[src/rtl/pipe_hazard_ctrl.sv]
// Pipeline hazard / interrupt-entry controller: decode-stage stall, branch flush,
// drained trap entry. Define OTTER_FWD_EN to enable operand forwarding (load-use stalls only).
module pipe_hazard_ctrl #(
  parameter int CNT_W     = 32,
  parameter int DRAIN_CYC = 3
) (
  input  logic             clk_i,
  input  logic             rst_i,
  input  logic [4:0]       dec_rs1_i,
  input  logic [4:0]       dec_rs2_i,
  input  logic             dec_use1_i,
  input  logic             dec_use2_i,
  input  logic [4:0]       ex_rd_i,
  input  logic [4:0]       mem_rd_i,
  input  logic [4:0]       wb_rd_i,
  input  logic             ex_regwr_i,
  input  logic             mem_regwr_i,
  input  logic             wb_regwr_i,
  input  logic             ex_load_i,
  input  logic             mem_load_i,
  input  logic             br_taken_i,
  input  logic             int_i,
  input  logic             mie_i,
  output logic             pc_write_o,
  output logic             dec_en_o,
  output logic             dec_flush_o,
  output logic             ex_bubble_o,
  output logic [1:0]       fwd_a_o,
  output logic [1:0]       fwd_b_o,
  output logic             int_taken_o,
  output logic             trap_sel_o,
  output logic [CNT_W-1:0] stall_cnt_o
);

  localparam int DCW = (DRAIN_CYC > 1) ? $clog2(DRAIN_CYC) : 1;
  localparam logic [DCW-1:0] DRAIN_LAST = DCW'(DRAIN_CYC - 1);

  typedef enum logic [1:0] {RUN, DRAIN, TRAP} state_e;

  state_e           state_q, state_d;
  logic [DCW-1:0]   drainCnt_q, drainCnt_d;
  logic [CNT_W-1:0] stallCnt_q, stallCnt_d;

  logic matchEx1, matchMem1, matchWb1;
  logic matchEx2, matchMem2, matchWb2;
  logic stall;
  logic [1:0] fwdA, fwdB;

  assign matchEx1  = dec_use1_i && ex_regwr_i  && (ex_rd_i  == dec_rs1_i) && (ex_rd_i  != 5'd0);
  assign matchMem1 = dec_use1_i && mem_regwr_i && (mem_rd_i == dec_rs1_i) && (mem_rd_i != 5'd0);
  assign matchWb1  = dec_use1_i && wb_regwr_i  && (wb_rd_i  == dec_rs1_i) && (wb_rd_i  != 5'd0);
  assign matchEx2  = dec_use2_i && ex_regwr_i  && (ex_rd_i  == dec_rs2_i) && (ex_rd_i  != 5'd0);
  assign matchMem2 = dec_use2_i && mem_regwr_i && (mem_rd_i == dec_rs2_i) && (mem_rd_i != 5'd0);
  assign matchWb2  = dec_use2_i && wb_regwr_i  && (wb_rd_i  == dec_rs2_i) && (wb_rd_i  != 5'd0);

`ifdef OTTER_FWD_EN
  // Only a load still in EX or MEM has no value to forward yet; youngest producer wins.
  assign stall = (matchEx1 && ex_load_i) || (matchMem1 && mem_load_i) ||
                 (matchEx2 && ex_load_i) || (matchMem2 && mem_load_i);
  assign fwdA  = matchEx1 ? 2'b01 : matchMem1 ? 2'b10 : matchWb1 ? 2'b11 : 2'b00;
  assign fwdB  = matchEx2 ? 2'b01 : matchMem2 ? 2'b10 : matchWb2 ? 2'b11 : 2'b00;
`else
  logic unusedLoads;
  assign unusedLoads = ex_load_i | mem_load_i;
  assign stall = matchEx1 || matchMem1 || matchWb1 || matchEx2 || matchMem2 || matchWb2;
  assign fwdA  = 2'b00;
  assign fwdB  = 2'b00;
`endif

  always_ff @(posedge clk_i or posedge rst_i) begin
    if (rst_i) begin
      state_q    <= RUN;
      drainCnt_q <= '0;
      stallCnt_q <= '0;
    end else begin
      state_q    <= state_d;
      drainCnt_q <= drainCnt_d;
      stallCnt_q <= stallCnt_d;
    end
  end

  always_comb begin
    state_d     = state_q;
    drainCnt_d  = drainCnt_q;
    stallCnt_d  = stallCnt_q;
    pc_write_o  = 1'b0;
    dec_en_o    = 1'b0;
    dec_flush_o = 1'b1;
    ex_bubble_o = 1'b1;
    int_taken_o = 1'b0;
    trap_sel_o  = 1'b0;
    fwd_a_o     = 2'b00;
    fwd_b_o     = 2'b00;
    case (state_q)
      RUN: begin
        if (stall) begin
          dec_flush_o = 1'b0;
          if (stallCnt_q != '1) stallCnt_d = stallCnt_q + CNT_W'(1);
        end else begin
          pc_write_o  = 1'b1;
          dec_en_o    = 1'b1;
          ex_bubble_o = 1'b0;
          dec_flush_o = br_taken_i;
          fwd_a_o     = fwdA;
          fwd_b_o     = fwdB;
          if (!br_taken_i && int_i && mie_i) begin
            state_d    = DRAIN;
            drainCnt_d = '0;
          end
        end
      end
      // Once entered, the drain runs to completion regardless of INT/MIE.
      DRAIN: begin
        if (drainCnt_q == DRAIN_LAST) begin
          state_d    = TRAP;
          drainCnt_d = '0;
        end else begin
          drainCnt_d = drainCnt_q + DCW'(1);
        end
      end
      TRAP: begin
        int_taken_o = 1'b1;
        trap_sel_o  = 1'b1;
        pc_write_o  = 1'b1;
        dec_en_o    = 1'b1;
        state_d     = RUN;
      end
      default: state_d = RUN;
    endcase
    // Reset forces the pipeline frozen/flushed independent of the registered state.
    if (rst_i) begin
      pc_write_o  = 1'b0;
      dec_en_o    = 1'b0;
      dec_flush_o = 1'b1;
      ex_bubble_o = 1'b1;
      int_taken_o = 1'b0;
      trap_sel_o  = 1'b0;
      fwd_a_o     = 2'b00;
      fwd_b_o     = 2'b00;
    end
  end

  assign stall_cnt_o = stallCnt_q;

endmodule

[config.mk]
export PLATFORM = sky130hd
export DESIGN_NAME = pipe_hazard_ctrl
export DESIGN_NICKNAME = d
export VERILOG_FILES = /design/src/rtl/pipe_hazard_ctrl.sv
export SDC_FILE = /design/constraint.sdc
export NUM_CORES = 1
export LEC_CHECK = 0
export CORE_AREA = 4 4 80 82
export CTS_BUF_LIST = sky130_fd_sc_hd__clkbuf_8
export CTS_CLUSTER_SIZE = 16
export DETAILED_ROUTE_END_ITERATION = 8
export DIE_AREA = 0 0 84 86
export HOLD_SLACK_MARGIN = 0.1
export PLACE_DENSITY = 0.78
export SYNTH_ARGS = -nofsm -noshare
export SYNTH_HDL_FRONTEND = slang
export SYNTH_SLANG_ARGS = --single-unit
[constraint.sdc]
create_clock -name clk_i -period 2.7 [get_ports clk_i]
set_input_delay 0.54 -clock clk_i [delete_from_list [all_inputs] [get_ports clk_i]]
set_output_delay 0.54 -clock clk_i [all_outputs]
set_load 0.02 [all_outputs]
==> impl_metrics.xml <==
<?xml version="1.0" encoding="UTF-8"?>
<metrics>
  <group name="critical_path">
    <metric name="worstPathMaxFanout" unit="">3</metric>
    <metric name="timing.setup.critical_path_class" unit="">input port to output port</metric>
    <metric name="r2r.worst_path.cells" unit="">6</metric>
    <metric name="worstReg2RegStart" unit="">stall_cnt_o[4]</metric>
    <metric name="worst_setup_path_start_kind" unit="">input port</metric>
    <metric name="r2r_slack" unit="ns">0.44</metric>
    <metric name="critical_path_arrival" unit="ns">2.27</metric>
    <metric name="required" unit="ns">2.16</metric>
    <metric name="rr_endpoint" unit="">stall_cnt_o[20]</metric>
    <metric name="element_type_at_the_critical_path_end" unit="">output port</metric>
  </group>
  <group name="logic_synthesis">
    <metric name="synthSimpleGateAreaFrac" unit="">0.3024</metric>
    <metric name="syn_inst" unit="">234</metric>
    <metric name="synth_adder_area_share" unit="">0.005305</metric>
    <metric name="netlist.area_leader.share" unit="">0.3820</metric>
    <metric name="synth.mux.area_fraction" unit="">0.006366</metric>
    <metric name="synth_top_family_by_area" unit="">simple AND/OR/NAND/NOR gates</metric>
    <metric name="post-synth-top-area-cell" unit="">sky130_fd_sc_hd__dfrtp_1</metric>
    <metric name="number_of_synthesized_flops_with_an_enable_pin" unit="">0</metric>
    <metric name="yosys_synthesis_warning_count" unit="">0</metric>
    <metric name="synth_seq_area_share" unit="">0.3820</metric>
    <metric name="postSynth.asyncResetShare" unit="">1.000</metric>
    <metric name="synth-main-ff-cell" unit="">sky130_fd_sc_hd__dfrtp_1</metric>
    <metric name="complex_gate_fraction_of_the_synthesized_area" unit="">0.04085</metric>
    <metric name="synth_area" unit="um^2">2359</metric>
    <metric name="netlist_top_cells_area" unit="">sky130_fd_sc_hd__dfrtp_1 (38%), sky130_fd_sc_hd__xor2_1 (12%), sky130_fd_sc_hd__xnor2_1 (11%)</metric>
    <metric name="syn_avg_cell_area" unit="um^2">10.08</metric>
    <metric name="synthMostInstantiatedCell" unit="">sky130_fd_sc_hd__dfrtp_1</metric>
    <metric name="synth_top_cells_by_count" unit="">sky130_fd_sc_hd__dfrtp_1 (36), sky130_fd_sc_hd__xor2_1 (31), sky130_fd_sc_hd__xnor2_1 (30)</metric>
    <metric name="ys_seq_elements" unit="">36</metric>
    <metric name="netlist-cell-type-count" unit="">40</metric>
    <metric name="synth_xor_xnor_area_share" unit="">0.2265</metric>
  </group>
  <group name="cells_and_area">
    <metric name="num_antenna_cells" unit="">0</metric>
    <metric name="layoutNonFillerInstCount" unit="">401</metric>
    <metric name="post_layout_nets" unit="">363</metric>
    <metric name="num-fill-cells" unit="">530</metric>
    <metric name="flow.area_growth_from_synthesis" unit="%">42.81</metric>
    <metric name="drive_gt1_frac" unit="">0.1840</metric>
    <metric name="finalCoreUtilization" unit="">0.5862</metric>
  </group>
  <group name="power">
    <metric name="power_density" unit="nW/um^2">498.9</metric>
    <metric name="intPower" unit="uW">1139</metric>
    <metric name="power_frac_comb" unit="">0.319</metric>
    <metric name="power.switching" unit="uW">540.9</metric>
    <metric name="share_seq_of_total_power" unit="">0.408</metric>
    <metric name="max-vdd-ir-drop" unit="mV">0.2072</metric>
    <metric name="p_clk_frac" unit="">0.273</metric>
    <metric name="p_leak" unit="uW">0.001529</metric>
    <metric name="netSwitchingFraction" unit="">0.3219</metric>
  </group>
  <group name="drt">
    <metric name="drt-total-wl" unit="um">5963</metric>
    <metric name="count_of_vias_placed_by_the_detailed_router" unit="">2149</metric>
    <metric name="via_per_inst" unit="">5.359</metric>
    <metric name="drt_iter0_drc" unit="">157</metric>
    <metric name="drc_viols" unit="">0</metric>
    <metric name="avgRoutedWirePerCell" unit="um">14.87</metric>
    <metric name="drtPass1Iterations" unit="">4</metric>
    <metric name="route.antenna.remaining_nets" unit="">0</metric>
  </group>
  <group name="cts">
    <metric name="clock_insertion_delay_worst_skew" unit="ns">0.28</metric>
    <metric name="ctsHtreeMaxLevel" unit="">2</metric>
    <metric name="tritoncts_num_sinks" unit="">36</metric>
    <metric name="cts_tree" unit="">built</metric>
    <metric name="clockBufferDepth" unit="">2</metric>
    <metric name="clk_transition_reported_paths" unit="ns">0.07</metric>
    <metric name="post_cts_hold_buffer_count" unit="">0</metric>
    <metric name="cts.root.buffer_cell" unit="">sky130_fd_sc_hd__clkbuf_8</metric>
    <metric name="cts_made_buffers" unit="">5</metric>
  </group>
  <group name="floorplanning">
    <metric name="start_util" unit="">0.4105</metric>
    <metric name="pin_count" unit="">79</metric>
    <metric name="area_of_the_core" unit="um^2">5746</metric>
    <metric name="die-width" unit="um">84</metric>
    <metric name="chipHeight" unit="um">86</metric>
    <metric name="design.die.area" unit="um^2">7224</metric>
    <metric name="placement_rows" unit="">28</metric>
  </group>
  <group name="place">
    <metric name="dp_cells" unit="">391</metric>
    <metric name="gp_routability_congestion" unit="">0.9578</metric>
    <metric name="worst_slack_placed" unit="ns">-0.8500</metric>
    <metric name="portBuffers" unit="">72</metric>
    <metric name="dp.final_hpwl" unit="um">4632</metric>
  </group>
  <group name="global_routing">
    <metric name="grt_antenna_before_repair" unit="">0</metric>
    <metric name="global_route_wire_length_before_repair" unit="um">9680</metric>
    <metric name="grt_util_all_layers" unit="">0.1630</metric>
    <metric name="global_route.overflow_total" unit="">0</metric>
    <metric name="grt_max_degree" unit="">35</metric>
    <metric name="first_global_vias" unit="">2122</metric>
  </group>
  <group name="outcome">
    <metric name="violations_in_the_final_reports" unit="">setup timing</metric>
    <metric name="status" unit="">finished with violations</metric>
  </group>
  <group name="hold_path">
    <metric name="hold_path_class" unit="">flip-flop to flip-flop</metric>
    <metric name="min_to" unit="">stall_cnt_o[31]</metric>
    <metric name="hold_path_cells" unit="">1</metric>
    <metric name="hold_path_startpoint" unit="">stall_cnt_o[31]</metric>
  </group>
  <group name="timing">
    <metric name="fmax" unit="MHz">356.3</metric>
    <metric name="min_period_over_period" unit="">1.039</metric>
    <metric name="final.setup.worst_slack" unit="ns">-0.1064</metric>
    <metric name="setup_viol" unit="">4</metric>
    <metric name="layout_min_cycle_time" unit="ns">2.806</metric>
    <metric name="relSlewSlack" unit="">0.6617</metric>
    <metric name="unrepaired_setup_endpoints_after_global_routing" unit="">true</metric>
    <metric name="report.final.slew_viol_count" unit="">0</metric>
    <metric name="tns" unit="ns">-0.4039</metric>
    <metric name="whs" unit="ns">0.4928</metric>
    <metric name="finClkSkew" unit="ns">0.009656</metric>
    <metric name="worst_pin_slew" unit="ns">0.5055</metric>
    <metric name="final_hold_viol_count" unit="">0</metric>
  </group>
  <group name="run">
    <metric name="maxCapViolCount" unit="">0</metric>
  </group>
</metrics>
[metrics by stage]
| stage | instance area [um^2] | total power [uW] |
|---|---|---|
| floorplan | 2381 | 971.1 |
| global placement | 3244 | 1213 |
| detailed placement | 3244 | 1224 |
| CTS | 3341 | 1683 |
| global route | 3368 | 1777 |
| finish | 3368 | 1680 |
[cell usage in the layout, fill, tap and decap left out, types with 5 or more instances in the layout]
cell                               n
sky130_fd_sc_hd__nor3_1           11
sky130_fd_sc_hd__xor2_1           31
sky130_fd_sc_hd__clkbuf_8          5
sky130_fd_sc_hd__xnor2_1          30
sky130_fd_sc_hd__clkdlybuf4s50_1  44
sky130_fd_sc_hd__nand2_1          20
sky130_fd_sc_hd__nor4_1           13
sky130_fd_sc_hd__buf_6             7
sky130_fd_sc_hd__nand3_1          11
sky130_fd_sc_hd__buf_4            19
sky130_fd_sc_hd__dfrtp_1          36
sky130_fd_sc_hd__nand4_1          13
sky130_fd_sc_hd__dlygate4sd2_1    10
[worst max-delay path, stage by stage]
cell and delay (ns):
sky130_fd_sc_hd__buf_6 0.09, sky130_fd_sc_hd__or4_4 0.51, sky130_fd_sc_hd__o21a_1 0.19, sky130_fd_sc_hd__a222oi_1 0.38, sky130_fd_sc_hd__buf_4 0.21, sky130_fd_sc_hd__buf_4 0.12, sky130_fd_sc_hd__nand2_2 0.04, sky130_fd_sc_hd__nand3_2 0.07
sky130_fd_sc_hd__buf_6 0.11
[logic make-up after synthesis]
logic type / count (synthesis)
flops: 36
mux: 1
compound gates: 11
buf+inv: 11
fa+ha+maj: 1
simple gates: 112
other cells: 1
xor+xnor: 61
[worst max path at each step]
stage / depth (start not counted) / slack, ns / from / to
finish: 9 / -0.11 / wb_rd_i[3] / dec_flush_o
global route: 8 / -0.17 / wb_rd_i[3] / dec_en_o
CTS: 8 / -0.16 / wb_rd_i[3] / dec_en_o
detailed placement: 8 / -0.85 / wb_rd_i[0] / dec_en_o
global placement: 8 / -0.85 / wb_rd_i[0] / dec_en_o
floorplan: 8 / -0.18 / wb_rd_i[0] / pc_write_o
[metal layers]
layer / vias up / global-route usage / wire (um)
met2: 83 / 0.2885 / 3071
met3: 10 / 0.04899 / 479
li1: 1025 / - / -
met1: 1031 / 0.1875 / 2320
met5: - / 0 / 0
met4: 0 / 0.05702 / 91
[registers in the layout, summed over array words and instances, names as in the netlist]
| name | count |
|---|---|
| drainCnt_q | 2 |
| stall_cnt_o | 32 |
| state_q | 2 |
[power by group through the flow]
stage          clock [uW]  combinational (uW)  sequential, uW
2_1_floorplan           0                 247             725
3_3_place_gp            0                 524             689
3_5_place_dp            0                 532             692
4_1_cts               469                 532             683
5_1_grt               496                 581             699
6_report              459                 535             686
[cell type report]
class | instances | area (um^2) | area share
Multi-Input combinational cell | 190 | 1425 | 0.4231
Clock inverter | 3 | 38.79 | 0.01152
Sequential cell | 36 | 900.9 | 0.2675
Clock buffer | 5 | 68.82 | 0.02043
Inverter | 1 | 3.754 | 0.001114
Tap cell | 75 | 93.84 | 0.02786
Timing Repair Buffer | 91 | 837.1 | 0.2485
[repair_timing]
| item | in CTS | in global routing |
|---|---|---|
| cloned | 0 | 0 |
| setup buffers | 1 | 1 |
| gates resized for setup | 69 | 14 |
| pin swaps | 10 | 7 |
| setup endpoints to repair | 10 | 4 |
| endpoints found under the hold margin | 0 | 0 |
(Power assumes the default switching activity.)
